[src/rtl/pipe_adder.sv]
// Pipelined ripple-carry adder: WIDTH bits resolved SEG bits per stage under a global valid/ready stall.
// Optional subtract mode is enabled with the PIPE_ADDER_SUB_EN macro (adds the sub input port).
module pipe_adder #(
    parameter int WIDTH = 16,
    parameter int SEG   = 4
) (
    input  logic             clk,
    input  logic             rst,
    input  logic             in_valid,
    output logic             in_ready,
    input  logic [WIDTH-1:0] a,
    input  logic [WIDTH-1:0] b,
    input  logic             c_in,
`ifdef PIPE_ADDER_SUB_EN
    input  logic             sub,
`endif
    output logic             out_valid,
    input  logic             out_ready,
    output logic [WIDTH-1:0] sum,
    output logic             c_out,
    output logic             ovf
);

    localparam int STAGES = WIDTH / SEG;

    function automatic logic [SEG:0] seg_add(input logic [SEG-1:0] x,
                                             input logic [SEG-1:0] y,
                                             input logic           ci);
        seg_add = {1'b0, x} + {1'b0, y} + {{SEG{1'b0}}, ci};
    endfunction

    logic             advance_s;
    logic [WIDTH-1:0] b_eff_s;
    logic             c_eff_s;

    logic             valid_r [STAGES];
    logic             carry_r [STAGES];
    logic [WIDTH-1:0] sum_r   [STAGES];
    logic [WIDTH-1:0] a_r     [STAGES];
    logic [WIDTH-1:0] b_r     [STAGES];
    logic             ovf_r;

    logic [WIDTH-1:0] src_a_s   [STAGES];
    logic [WIDTH-1:0] src_b_s   [STAGES];
    logic [WIDTH-1:0] src_sum_s [STAGES];
    logic             src_c_s   [STAGES];
    logic [SEG:0]     seg_s     [STAGES];
    logic [WIDTH-1:0] sum_nxt_s [STAGES];
    logic             carry_nxt_s [STAGES];
    logic             ovf_nxt_s;

    assign advance_s = !valid_r[STAGES-1] || out_ready;

    // Effective operand B and carry-in for the entering beat (subtract is a + ~b + 1).
    always_comb begin
`ifdef PIPE_ADDER_SUB_EN
        if (sub) begin
            b_eff_s = ~b;
            c_eff_s = 1'b1;
        end else begin
            b_eff_s = b;
            c_eff_s = c_in;
        end
`else
        b_eff_s = b;
        c_eff_s = c_in;
`endif
    end

    // Stage inputs: stage 0 takes the ports, stage k takes stage k-1's register.
    always_comb begin
        src_a_s[0]   = a;
        src_b_s[0]   = b_eff_s;
        src_c_s[0]   = c_eff_s;
        src_sum_s[0] = {WIDTH{1'b0}};
        for (int k = 1; k < STAGES; k++) begin
            src_a_s[k]   = a_r[k-1];
            src_b_s[k]   = b_r[k-1];
            src_c_s[k]   = carry_r[k-1];
            src_sum_s[k] = sum_r[k-1];
        end
    end

    // Per-stage segment add; each stage fills in its own SEG-bit slice of the sum.
    always_comb begin
        for (int k = 0; k < STAGES; k++) begin
            seg_s[k]       = seg_add(src_a_s[k][k*SEG +: SEG], src_b_s[k][k*SEG +: SEG], src_c_s[k]);
            sum_nxt_s[k]   = src_sum_s[k];
            sum_nxt_s[k][k*SEG +: SEG] = seg_s[k][SEG-1:0];
            carry_nxt_s[k] = seg_s[k][SEG];
        end
        ovf_nxt_s = (src_a_s[STAGES-1][WIDTH-1] == src_b_s[STAGES-1][WIDTH-1]) &&
                    (sum_nxt_s[STAGES-1][WIDTH-1] != src_a_s[STAGES-1][WIDTH-1]);
    end

    // Pipeline registers: whole pipe shifts together on advance, otherwise everything holds.
    always_ff @(posedge clk) begin
        if (rst) begin
            for (int k = 0; k < STAGES; k++) begin
                valid_r[k] <= 1'b0;
                carry_r[k] <= 1'b0;
                sum_r[k]   <= {WIDTH{1'b0}};
                a_r[k]     <= {WIDTH{1'b0}};
                b_r[k]     <= {WIDTH{1'b0}};
            end
            ovf_r <= 1'b0;
        end else if (advance_s) begin
            valid_r[0] <= in_valid;
            for (int k = 1; k < STAGES; k++) begin
                valid_r[k] <= valid_r[k-1];
            end
            for (int k = 0; k < STAGES; k++) begin
                carry_r[k] <= carry_nxt_s[k];
                sum_r[k]   <= sum_nxt_s[k];
                a_r[k]     <= src_a_s[k];
                b_r[k]     <= src_b_s[k];
            end
            ovf_r <= ovf_nxt_s;
        end
    end

    assign in_ready  = advance_s;
    assign out_valid = valid_r[STAGES-1];
    assign sum       = sum_r[STAGES-1];
    assign c_out     = carry_r[STAGES-1];
    assign ovf       = ovf_r;

endmodule

[config.mk]
export PLATFORM = sky130hd
export DESIGN_NAME = pipe_adder
export DESIGN_NICKNAME = d
export VERILOG_FILES = /design/src/rtl/pipe_adder.sv
export SDC_FILE = /design/constraint.sdc
export NUM_CORES = 1
export LEC_CHECK = 0
export CAP_MARGIN = 10
export CORE_MARGIN = 8
export CORE_UTILIZATION = 45
export CTS_CLUSTER_DIAMETER = 150
export DETAILED_ROUTE_END_ITERATION = 12
export PLACE_DENSITY_LB_ADDON = 0.05
export SETUP_SLACK_MARGIN = 0.5
export SLEW_MARGIN = 20
export SYNTH_ARGS = -nofsm -noshare
export SYNTH_HDL_FRONTEND = slang
export SYNTH_SLANG_ARGS = --single-unit
[constraint.sdc]
create_clock -name clk -period 6.2 [get_ports clk]
set_clock_uncertainty 0.05 [all_clocks]
set_input_delay 1.86 -clock clk [delete_from_list [all_inputs] [get_ports clk]]
set_output_delay 1.86 -clock clk [all_outputs]
set_load 0.1 [all_outputs]
==> key figures <==
Outcome
  – Outcome: finished, final reports clean

Clocking
  – Post-cts sizing count: 0
  – # clock sinks: 97
  – Post-CTS Setup Bufs: 0
  – Worst-path clk slew: 0.09 ns
  – Clock latency on the worst-skew pair: 0.35 ns
  – Hold-fix buffers, CTS: 0
  – CTS tree: done
  – CTS root buf: clkbuf_8
  – Clk buf depth: 2
  – Num CTS Buffers: 9
  – H-tree depth: 3

Power and ir drop
  – Logic pwr share: 11.3%
  – Reg power frac: 57.8%
  – VDD IR max: 0.121 mV
  – Net Sw Frac: 24.3%
  – Clock power frac: 30.9%
  – Power per cell area: 266 nW/µm²
  – Leak pwr: 0.00230 µW
  – Int Power: 1010 µW
  – Switch Pwr: 326 µW

STA
  – Final setup fails: 0
  – Final setup TNS: 0 ns
  – Max Clk Rate: 211 MHz
  – Max-slew violation count: 0
  – Slew @ Worst Pin: 0.975 ns
  – Final Cycle Share: 76.4%
  – Relative slew slack: 34.8%
  – Hold Vio Cnt, Final: 0
  – Min Tclk post-route: 4.74 ns
  – RSZ-0062 raised after global routing: false

Synth
  – Biggest area consumer among synthesized cells: edfxtp_1
  – Register bit total from synthesis: 97
  – Avg Cell Area, Syn: 14.8 µm²
  – Synth warnings: 0
  – Netlist cell types: 26
  – Seq/Total Area, Yosys: 68.9%
  – Area of the mapped netlist: 4210 µm²
  – Largest cells by area after synthesis: edfxtp_1, and3_1, fa_1
  – Cell count after synthesis: 284
  – Syn_nets: 341
  – Top-area cell type share of the netlist area: 68.4%

Finish
  – # fillers: 774
  – Antenna diodes: 0
  – Layout cells sized above 1: 7.65%
  – Design area: 5040 µm²
  – Nets: 392
  – Area grow syn2layout: 19.6%

Die
  – Chip height: 113 µm
  – Die area: 12,700 µm²
  – Row count: 35
  – Core outline area: 9150 µm²
  – Ports: 57
  – Horiz. Die Dim: 113 µm
  – Initial Utilization: 46.0%

GRT
  – Antenna violations before repair: 0
  – Met1 Use GR: 14.1%
  – GRT Max-Usage Layer: met2
  – Vias in the first global route: 2,409
  – Global-route wire length before repair: 11,300 µm
  – Met3 Usage GRT: 4.47%
  – Total gr overflow: 0
  – Total track usage: 11.3%
  – GRT met2 Usage: 17.0%
  – Largest net degree at the start of global routing: 87

Route
  – DRT Wirelength: 6710 µm
  – Routed WL per cell: 14.9 µm
  – # DRC: 0
  – Pre-antenna DRT Iters: 4
  – Via-to-Cell Ratio: 5.10
  – Routed via count: 2,302
  – Antenna Violating Nets Remaining: 0
  – Violation count after the first detailed-route iteration: 183

Worst setup path
  – CP Launch Type: input pin
  – Slowest CP cell: clkdlybuf4s50_1
  – Crit. End Element: output pin
  – RR Endpoint: sum_r[0][2]$_SDFFCE_PN0P_
  – Reg2Reg Depth: 5
  – Crit Path Category: input pin to output pin
  – R2R setup slack: 3.92 ns
  – Critical Path Fanout Max: 7
  – CP Data Required Time: 4.29 ns
  – Crit path cell chain: clkdlybuf4s50_1 -> nor2b_4 -> inv_2 -> buf_12
  – Worst Path Arrival: 2.83 ns
  – RR Startpoint: valid_r[3]$_DFFE_PP_
  – Max incr delay on CP: 0.45 ns

Hold path
  – Worst Hold Class: flip-flop to flip-flop
  – Worst hold path stage count: 2
  – Hold path endpoint: ovf$_SDFFE_PP0N_
  – Min-delay src: ovf$_SDFFE_PP0N_

Flow run
  – Maximum Capacitance Violations: 0

Place
  – DP Wirelength: 4040 µm
  – GPL Wtd Cong: 0.697
  – Placed inst area: 4830 µm²
  – Port Buffers: 56
[power groups by stage]
stage	logic [µW]	clock network, µW	registers, µW
floorplan	57.4	0	834
global placement	152	0	788
detailed placement	153	0	789
CTS	154	428	774
global route	166	455	779
finish	152	414	774
[layer usage]
| layer | vias to the layer above | share of wire [%] |
|---|---|---|
| li1 | 1155 | - |
| met1 | 1089 | 48 |
| met2 | 51 | 45 |
| met3 | 7 | 5.5 |
| met4 | 0 | 1.5 |
| met5 | - | 0 |
[layout by cell type (no fill, tap or decap)]
master           Yosys  final
clkdlybuf4s50_1      0     55
xnor2_1              1      1
inv_8                0      1
nand2_4              0      1
inv_1               12     12
a21o_2               1      1
mux2i_1              3      3
or3_1                3      3
inv_6                0      1
a21oi_1              9      9
or2_0                1      1
nand2_1              3      2
clkinv_2             0      1
edfxtp_1            96     96
bufinv_16            0      1
clkinvlp_4           0      2
ha_1                12     12
a2111o_1             1      1
clkinv_4             0      1
nor2_1               6      6
dfxtp_1              1      1
o211ai_2             1      1
and3_1              81     81
nor3_1               3      3
fa_1                 8      8
buf_4                0      3
nor2b_1              6      6
a21o_1               4      4
o21ai_0              3      3
clkbuf_8             0      9
inv_2                2      2
buf_12               0      1
nor2b_4              1      1
nand3_1              7      7
[sequential cells by signal, indices dropped and copies added (netlist names)]
| signal | flops |
|---|---|
| a_r | 24 |
| b_r | 24 |
| carry_r | 4 |
| ovf | 1 |
| sum_r | 40 |
| valid_r | 4 |
[synth_stat cells]
cell / count
inv_2: 2
or2_0: 1
nand3_1: 7
dfxtp_1: 1
ha_1: 12
a21o_2: 1
a2111o_1: 1
nor2b_1: 6
a21o_1: 4
buf_2: 1
a21oi_1: 9
buf_6: 6
nand2_1: 3
nor2b_4: 1
o211ai_2: 1
mux2i_1: 3
nor3_1: 3
o21ai_0: 3
xnor2_1: 1
edfxtp_1: 96
nor2_1: 6
and3_1: 81
inv_1: 12
or3_1: 3
fa_1: 8
clkbuf_1: 12
[stage by stage]
stage | utilization [%] | total power [µW] | hold slack, ns | std cells | setup slack (ns)
2_1_floorplan | - | 892 | 0.478 | 284 | 1.50
3_5_place_dp | 52.8 | 942 | 0.487 | 435 | 1.45
3_3_place_gp | 52.8 | 940 | 0.481 | 435 | 1.47
5_1_grt | 55.0 | 1400 | 0.523 | 451 | 1.42
4_1_cts | 55.0 | 1360 | 0.500 | 451 | 1.45
6_report | 55.0 | 1340 | 0.492 | 451 | 1.46
[worst max-delay path by stage]
| stage | start | endpoint | cells after the start |
|---|---|---|---|
| floorplan | rst | a_r[0][10]$_SDFFCE_PN0P_ | 3 |
| global placement | out_ready | in_ready | 4 |
| detailed placement | out_ready | in_ready | 4 |
| CTS | out_ready | in_ready | 4 |
| global route | out_ready | in_ready | 4 |
| finish | out_ready | in_ready | 4 |
[logic make-up (layout without fill, tap and decap cells)]
group	after synthesis	in the layout	synth area share [%]
AND/OR/NAND/NOR	111	111	15.8
XOR/XNOR	1	1	0.208
adder cells (fa/ha/maj)	20	20	7.37
AO/OA/AOI/OAI	19	19	2.91
flip-flops	97	97	68.9
buffers and inverters	33	89	4.04
multiplexers	3	3	0.713
[critical path: cells and delay by family]
family                 cells  cell delay, ns
buffers and inverters      3            0.71
and+or+nand+nor            1            0.25
[final cells by class]
cell class                      instances  area (µm²)  area share (%)
Multi-Input combinational cell        154        1150            22.8
Timing Repair Buffer                   59         593            11.8
Tap cell                              111         139            2.76
Inverter                               14        52.6            1.04
Clock buffer                            9         124            2.46
Clock inverter                          7        78.8            1.57
Sequential cell                        97        2900            57.6
(Power assumes the default switching activity.)
